<file path="src/rtl/cur_mb_load_ctrl.sv">
// Current-MB buffer load controller: streams 32-pixel raster lines into the LCU buffer with per-row lane rotation.
// Optional macro CUR_LOAD_CHROMA_EN adds the LOAD_C phase (rows 128..191); without it only the 128 luma rows load.

module cur_mb_lane_sel #(
    parameter int LANE_W = 64,
    parameter int IDX    = 0
) (
    input  logic [3:0][LANE_W-1:0] base,
    input  logic [1:0]             k,
    output logic [LANE_W-1:0]      lane
);
    logic [1:0] src;

    // Rotating right by k lanes means output lane j takes base lane (j+k) mod 4.
    always_comb begin
        src  = 2'(IDX) + k;
        lane = base[src];
    end
endmodule

module cur_mb_load_ctrl #(
    parameter  int PIXEL_W = 8,
    localparam int LINE_W  = 32 * PIXEL_W
) (
    input  logic              clk,
    input  logic              rst,
    input  logic              start_i,
    output logic              busy_o,
    output logic              done_o,
    input  logic              pix_valid_i,
    output logic              pix_ready_o,
    input  logic [LINE_W-1:0] pix_data_i,
    output logic              a_wen_o,
    output logic [7:0]        a_addr_o,
    output logic [LINE_W-1:0] a_wdata_o
);
    localparam int LANE_W = LINE_W / 4;

    typedef enum logic [1:0] {
        IDLE   = 2'd0,
        LOAD_Y = 2'd1,
`ifdef CUR_LOAD_CHROMA_EN
        LOAD_C = 2'd2,
`endif
        FLUSH  = 2'd3
    } state_t;

    state_t state, state_n;
    logic [7:0] row;
    logic       xfer;
    logic       luma_last;
    logic       busy_n;
    logic       ready_n;

    logic [3:0][LANE_W-1:0] q;
    logic [3:0][LANE_W-1:0] base;
    logic [3:0][LANE_W-1:0] rot;

    assign xfer      = pix_valid_i & pix_ready_o;
    assign luma_last = (row == 8'd127);

    always_comb begin
        state_n = state;
        busy_n  = 1'b1;
        ready_n = 1'b0;
        case (state)
            IDLE: begin
                busy_n = 1'b0;
                if (start_i) state_n = LOAD_Y;
            end
            LOAD_Y: begin
                ready_n = 1'b1;
`ifdef CUR_LOAD_CHROMA_EN
                if (xfer && luma_last) state_n = LOAD_C;
`else
                if (xfer && luma_last) state_n = FLUSH;
`endif
            end
`ifdef CUR_LOAD_CHROMA_EN
            LOAD_C: begin
                ready_n = 1'b1;
                if (xfer && row == 8'd191) state_n = FLUSH;
            end
`endif
            FLUSH:   state_n = IDLE;
            default: begin
                busy_n  = 1'b0;
                state_n = IDLE;
            end
        endcase
    end

    assign busy_o      = busy_n;
    assign pix_ready_o = ready_n;

    always_ff @(posedge clk or posedge rst) begin
        if (rst) state <= IDLE;
        else     state <= state_n;
    end

    // Start is only honoured from IDLE, so a stray start mid-load never disturbs the row count.
    always_ff @(posedge clk or posedge rst) begin
        if (rst)                          row <= 8'd0;
        else if (state == IDLE && start_i) row <= 8'd0;
        else if (xfer)                     row <= row + 8'd1;
    end

    assign q    = pix_data_i;
    assign base = {q[3], q[1], q[2], q[0]};

    for (genvar j = 0; j < 4; j++) begin : g_lane
        cur_mb_lane_sel #(.LANE_W(LANE_W), .IDX(j)) u_sel (
            .base (base),
            .k    (row[1:0]),
            .lane (rot[j])
        );
    end

    always_ff @(posedge clk or posedge rst) begin
        if (rst) begin
            a_wen_o   <= 1'b0;
            a_addr_o  <= 8'd0;
            a_wdata_o <= '0;
            done_o    <= 1'b0;
        end else begin
            a_wen_o <= xfer;
            done_o  <= (state == FLUSH);
            if (xfer) begin
                a_addr_o  <= row;
                a_wdata_o <= rot;
            end
        end
    end
endmodule

</file>
<file path="config.mk">
export PLATFORM = sky130hd
export DESIGN_NAME = cur_mb_load_ctrl
export DESIGN_NICKNAME = d
export VERILOG_FILES = /design/src/rtl/cur_mb_load_ctrl.sv
export SDC_FILE = /design/constraint.sdc
export NUM_CORES = 1
export LEC_CHECK = 0
export BUFFER_PORTS_ARGS = -buffer_cell sky130_fd_sc_hd__buf_4
export CORE_AREA = 2 2 208 210
export DETAILED_ROUTE_END_ITERATION = 6
export DIE_AREA = 0 0 210 212
export GPL_TIMING_DRIVEN = 0
export HOLD_SLACK_MARGIN = 0.05
export PLACE_DENSITY = 0.71
export SETUP_SLACK_MARGIN = 0.4
export SLEW_MARGIN = 20
export SYNTH_ARGS = -nofsm -noshare
export SYNTH_HDL_FRONTEND = slang
export SYNTH_SLANG_ARGS = --single-unit
</file>
<file path="constraint.sdc">
create_clock -name clk -period 10.8 [get_ports clk]
set_clock_uncertainty 0.1 [all_clocks]
set_input_delay 0.54 -clock clk [delete_from_list [all_inputs] [get_ports clk]]
set_output_delay 0.54 -clock clk [all_outputs]
set_load 0.005 [all_outputs]
</file>
==> results.yml, run 1 <==
final_layout:
  drive_gt1_share_pct: 35.18
  regArea_um2: 6907
  area_growth_pct: 38.10
  final_common_cell: "buf_4"
  final_cell_mix: "527 x buf_4, 284 x nand2_1, 276 x dfrtp_1, 259 x o21ai_1, 258 x mux2i_1"
  nFillCells: 3906
  nNetsFinal: 2311
  multiInputGateArea_um2: 8014
sta:
  tns_ns: 0
  slew-limit-headroom_pct: 27.75
  fin_crit_ns: 2.609
  whs_ns: 0.3229
  drv_slew: 0
  finalSetupViolCount: 0
  fmax_ghz: 0.3832
  hold_violations: 0
  post-route-period-util_pct: 24.16
  rsz0062_at_grt: "no"
  worst_pin_slew_ns: 1.084
setup_path:
  crit_arrival_ns: 2.88
  worstSetupEndpointType: "flip-flop"
  path_max_fanout: 10
  crit_start: "state[0]"
  required_ns: 11.07
  timing.rr.end: "a_wdata_o[199]"
  reg2reg_from: "state[0]"
  ff2ff_setup_slack_ns: 8.19
  worst_setup_path_start_kind: "flip-flop"
  reg2regPathDepth: 4
  crit_type: "flip-flop to flip-flop"
clock_tree:
  cts_tree: "yes"
  clk_latency_ns: 0.51
  cts_root_buffer: "clkbuf_16"
  cts_sinks: 276
  clkTransAtPathRegs_ns: 0.06
  cts.htree.levels: 2
  cts_buffers: 36
  cts_max_path_buffers: 3
yosys:
  syn_area_per_cell_um2: 10.45
  synth-seq-cells: 276
  synth_cell_type_count: 28
  synth.net_count: 1743
  syn-instance-count: 1482
  synth_area_um2: 15490
  ys_seq_area_share_pct: 44.59
  synth_warnings: 0
pwr:
  sw_frac_of_total_pct: 39.38
  power_density_nw_per_um2: 294.9
  irDropWorstVdd_uv: 126.4
  switchingPower_w: 0.002484
  power.internal_w: 0.003824
  power_frac_seq_pct: 28.4
  power_w: 0.006307
  power.share.clock_pct: 19.2
  combPwrFrac_pct: 52.4
  p_leak_nw: 10.31
routing:
  vias: 13870
  wl_met2_um: 28400
  dr_wl_met3_um: 4045
  met1_length_um: 23900
  drc: 0
  final_antenna_net_count: 0
  wl_um: 58930
  drtIter0Drc: 939
  drt_pass1_iterations: 5
  viasPerCell: 5.288
  highest_layer: "met4"
  wl_per_cell_um: 22.48
floorplan:
  dieArea_um2: 44520
  pin_count: 528
  core_um2: 42510
  rows: 76
  initial_core_util_pct: 36.44
  chipWidth_um: 210
  die_h_um: 212
placement:
  numPortBuffers: 527
  hpwl_um: 44540
  gp_congestion: 0.9294
min_path:
  hp-start: "pix_valid_i"
  whs_endpoint: "row[2]"
  min_delay_path_depth: 4
  hold_path_class: "input port to flip-flop"
global_route:
  grt_pass1_wl_um: 88520
  antenna_found_initial: 2
  overflow: 0
  grt_pass1_vias: 14770
  grt_usage_pct: 25.95
  grt_max_degree: 97
run:
  cap_violations: 0
status:
  status: "complete, no violations"
[timing repair]
action	4_1_cts	5_1_grt
gates resized for setup	0	0
hold endpoints to repair	5	0
buffers inserted	0	0
hold buffers	1	0
[routing by layer]
layer	GRT usage, %	up-vias
met4	11.05	0
met1	31.58	6848
li1	-	6347
met3	6.366	136
met5	0	-
met2	43.99	534
[worst max-delay path: stages, from the launching register on]
cell	delay, ns
dfrtp_1	0.46
nand3b_4	0.29
clkbuf_1	0.84
clkbuf_1	0.59
o21ai_1	0.17
[per-stage QoR]
stage / setup WS (ns) / util (%) / instance area [um2] / std cells
final: 8.191 / 50.32 / 21390 / 2622
after detailed placement: 7.989 / 47.50 / 20190 / 2557
after floorplan: 2.551 / - / 15490 / 1482
after global placement: -0.9086 / 47.35 / 20130 / 2555
after global routing: 8.045 / 50.32 / 21390 / 2621
after CTS: 8.137 / 50.32 / 21390 / 2621
[synthesized netlist by cell type]
library cell | number | area, um2
xnor2_1 | 1 | 8.760
mux2_2 | 59 | 664.4
inv_2 | 1 | 3.750
dfrtp_1 | 276 | 6907
a21oi_1 | 4 | 20.02
buf_2 | 76 | 380.4
or4_1 | 1 | 7.510
nor2_1 | 2 | 7.510
ha_1 | 1 | 12.51
nand4_1 | 1 | 6.260
or3_1 | 3 | 18.77
or2b_1 | 1 | 7.510
o21ai_1 | 259 | 1296
and2_1 | 1 | 6.260
nand2_1 | 284 | 1066
nor3b_1 | 1 | 7.510
clkbuf_1 | 40 | 150.1
or3b_2 | 1 | 8.760
nand4b_1 | 1 | 8.760
nand3b_4 | 1 | 20.02
nand3_1 | 3 | 15.01
mux2i_1 | 258 | 2582
xor2_1 | 1 | 8.760
o31ai_1 | 1 | 7.510
buf_6 | 2 | 22.52
nor3_1 | 3 | 15.01
mux2_1 | 197 | 2218
inv_1 | 3 | 11.26
[flip-flops by register name, indices dropped and copies added, names as in the netlist]
register   cells
a_wen_o        1
a_addr_o       8
state          2
row            8
a_wdata_o    256
done_o         1
[cell families after synthesis]
kind of cell               share of synthesized area, %
and+or+nand+nor                                   7.715
adders and majority gates                       0.08077
xor gates and xnor gates                         0.1131
muxes                                             35.29
buffers and inverters                             3.667
DFF                                               44.59
AOI/OAI and AO/OA                                 8.547
[how the worst max path moves through the flow]
stage	to	slack [ns]	depth (start not counted)
after CTS	a_wdata_o[199]	8.14	6
after global routing	a_wdata_o[194]	8.05	4
after global placement	a_wdata_o[77]	-0.91	2
after detailed placement	a_wdata_o[199]	7.99	5
after floorplan	a_addr_o[0]	2.55	1
final	a_wdata_o[199]	8.19	4
[cell type report]
type,count,area share (%)
well taps,546,3.194
inverters,4,0.1053
multi-input cells,1084,37.47
plain buffers,118,2.586
clock inverters,16,0.7137
flip-flops and latches,276,32.29
clock buffers,47,4.832
repair buffers,530,18.80
diodes,1,0.01170
[power groups by stage]
stage	clock network [W]	registers, W	logic (W)
after global placement	0	0.00178	0.00325
after floorplan	0	0.00177	0.00185
after global routing	0.00128	0.00184	0.00356
after CTS	0.00124	0.00179	0.00332
final	0.00121	0.00179	0.00331
after detailed placement	0	0.00180	0.00331
Note: power is estimated with default switching activity, not from simulation.
==> run 2, diff against run 1 <==
==> constraint.sdc (replaced) <==
create_clock -name clk -period 2.73 [get_ports clk]
set_clock_uncertainty 0.1 [all_clocks]
set_input_delay 0.1365 -clock clk [delete_from_list [all_inputs] [get_ports clk]]
set_output_delay 0.1365 -clock clk [all_outputs]
set_load 0.005 [all_outputs]
==> results.yml, run 2 (synthesis results as in run 1) <==
final_layout:
  finish.utilization_pct: 56.85
  nNetsFinal: 2579
  final_common_cell: "buf_4"
  largest_register: "a_wdata_o"
  drive_gt1_share_pct: 31.65
  largest_register_ffs: 256
  reg_top3: "a_wdata_o: 256 flops, a_addr_o: 8 flops, row: 8 flops"
  final_cell_mix: "532 x buf_4, 284 x nand2_1, 276 x dfrtp_1, 261 x dlygate4sd3_1, 259 x o21ai_1"
  final_cells: 2892
  area_growth_pct: 56.02
  nFillCells: 3493
floorplan:
  rows: 76
  core_um2: 42510
  initial_core_util_pct: 36.44
  chipWidth_um: 210
  dieArea_um2: 44520
  pin_count: 528
  die_h_um: 212
setup_path:
  worstSetupEndpointType: "flip-flop"
  slowest_delay_ns: 0.75
  reg2regPathDepth: 5
  crit_family: "buffers and inverters"
  crit_type: "flip-flop to flip-flop"
  timing.rr.end: "a_wdata_o[70]"
  crit_arrival_ns: 2.56
  crit_start: "row[0]"
  path_max_fanout: 10
  cp_slowest_cell: "clkbuf_1"
  path_depth: 5
  crit_chain: "ha_1 > clkbuf_1 > clkbuf_1 > mux2i_1 > o21ai_1"
  required_ns: 3.02
  ff2ff_setup_slack_ns: 0.47
  critPathBufInv: 2
  worst_path_most_repeated_cell: "clkbuf_1"
  crit_path_end: "a_wdata_o[70]"
  reg2reg_from: "row[0]"
  worst_setup_path_start_kind: "flip-flop"
routing:
  drt_pass1_iterations: 7
  viasPerCell: 5.360
  vias: 15500
  wl_um: 63590
  drc: 0
  dr_wl_met3_um: 3836
  wl_per_cell_um: 21.99
  highest_layer: "met4"
  met1_length_um: 24950
  drtIter0Drc: 781
  final_antenna_net_count: 0
  wl_met2_um: 31320
clock_tree:
  cts_tree: "yes"
  cts_buffers: 34
  cts_sinks: 276
  cts_max_path_buffers: 3
  cts_root_buffer: "clkbuf_16"
  clk_latency_ns: 0.53
  cts.htree.levels: 2
  clkTransAtPathRegs_ns: 0.06
global_route:
  grt_pass1_vias: 16670
  grt_usage_pct: 27.96
  grt_pass1_wl_um: 96290
  grt_max_degree: 34
  antenna_found_initial: 4
  overflow: 0
placement:
  dp_cells: 2565
  numPortBuffers: 527
  hpwl_um: 44700
  pre_cts_ws_ns: 0.06426
  gp_congestion: 0.9166
run:
  cap_violations: 0
sta:
  worst_pin_slew_ns: 0.9991
  post-route-period-util_pct: 82.86
  slew-limit-headroom_pct: 33.39
  fin_crit_ns: 2.262
  rsz0062_at_grt: "no"
  drv_slew: 0
  hold_violations: 0
  fmax_ghz: 0.4421
  fin_ws_ns: 0.4680
  finalSetupViolCount: 0
min_path:
  min_delay_path_depth: 2
  hold_path_class: "flip-flop to flip-flop"
status:
  status: "complete, no violations"
pwr:
  p_leak_nw: 11.49
  irDropWorstVdd_uv: 593.7
  power_density_nw_per_um2: 1052
## run 2: routing by layer
metal	track usage, %	vias up
met2	48.62	705
met4	15.95	0
met5	0	-
li1	-	6893
met3	5.908	215
met1	32.07	7687
## run 2: power by group
| part | switching [W] | internal [W] | leakage [nW] |
|---|---|---|---|
| clock | 0.00184 | 0.00281 | 0.560 |
| sequential | 0.00122 | 0.00589 | 3.37 |
| combinational | 0.00692 | 0.00674 | 7.56 |
| total | 0.00999 | 0.0154 | 11.5 |
## run 2: final cells by class
cell class              count  area, um2  share of cell area, %
multi-input cells        1084       8014                  33.16
flip-flops and latches    276       6907                  28.58
repair buffers            800       6799                  28.14
clock buffers              45      975.9                  4.039
well taps                 546      683.2                  2.827
plain buffers             118      600.6                  2.485
clock inverters            14      155.1                 0.6420
inverters                   4      18.77                0.07766
diodes                      5      12.51                0.05178
## run 2: tightest hold or removal path: cells and delay by family (launching register included)
family | cells | cell delay (ns)
and+or+nand+nor | 2 | 0.10
DFF | 1 | 0.34
## run 2: per-stage QoR
step           setup TNS (ns)  total power, W  hold WS, ns  area, um2
6_report                    0         0.02542       0.3764      24170
5_1_grt                     0         0.02681       0.4066      24160
4_1_cts                     0         0.02531       0.3874      24110
3_5_place_dp                0         0.02022      0.02951      20350
3_3_place_gp          -810.63         0.01991       0.3669      20130
2_1_floorplan         -319.57         0.01434       0.2882      15490
## run 2: worst min path at each step
stage,start,to
floorplan,pix_valid_i,row[2]
global placement,a_addr_o[1],a_addr_o[1]
detailed placement,rst,a_wdata_o[29]
CTS,a_addr_o[5],a_addr_o[5]
global route,a_addr_o[5],a_addr_o[5]
finish,a_addr_o[5],a_addr_o[5]
## run 2: timing repair
item,4_1_cts,5_1_grt
endpoints found under the setup margin,220,69
endpoints found under the hold margin,391,0
hold buffers,261,0
gates resized for setup,7,22
pin swaps,0,0
buffers inserted,0,2
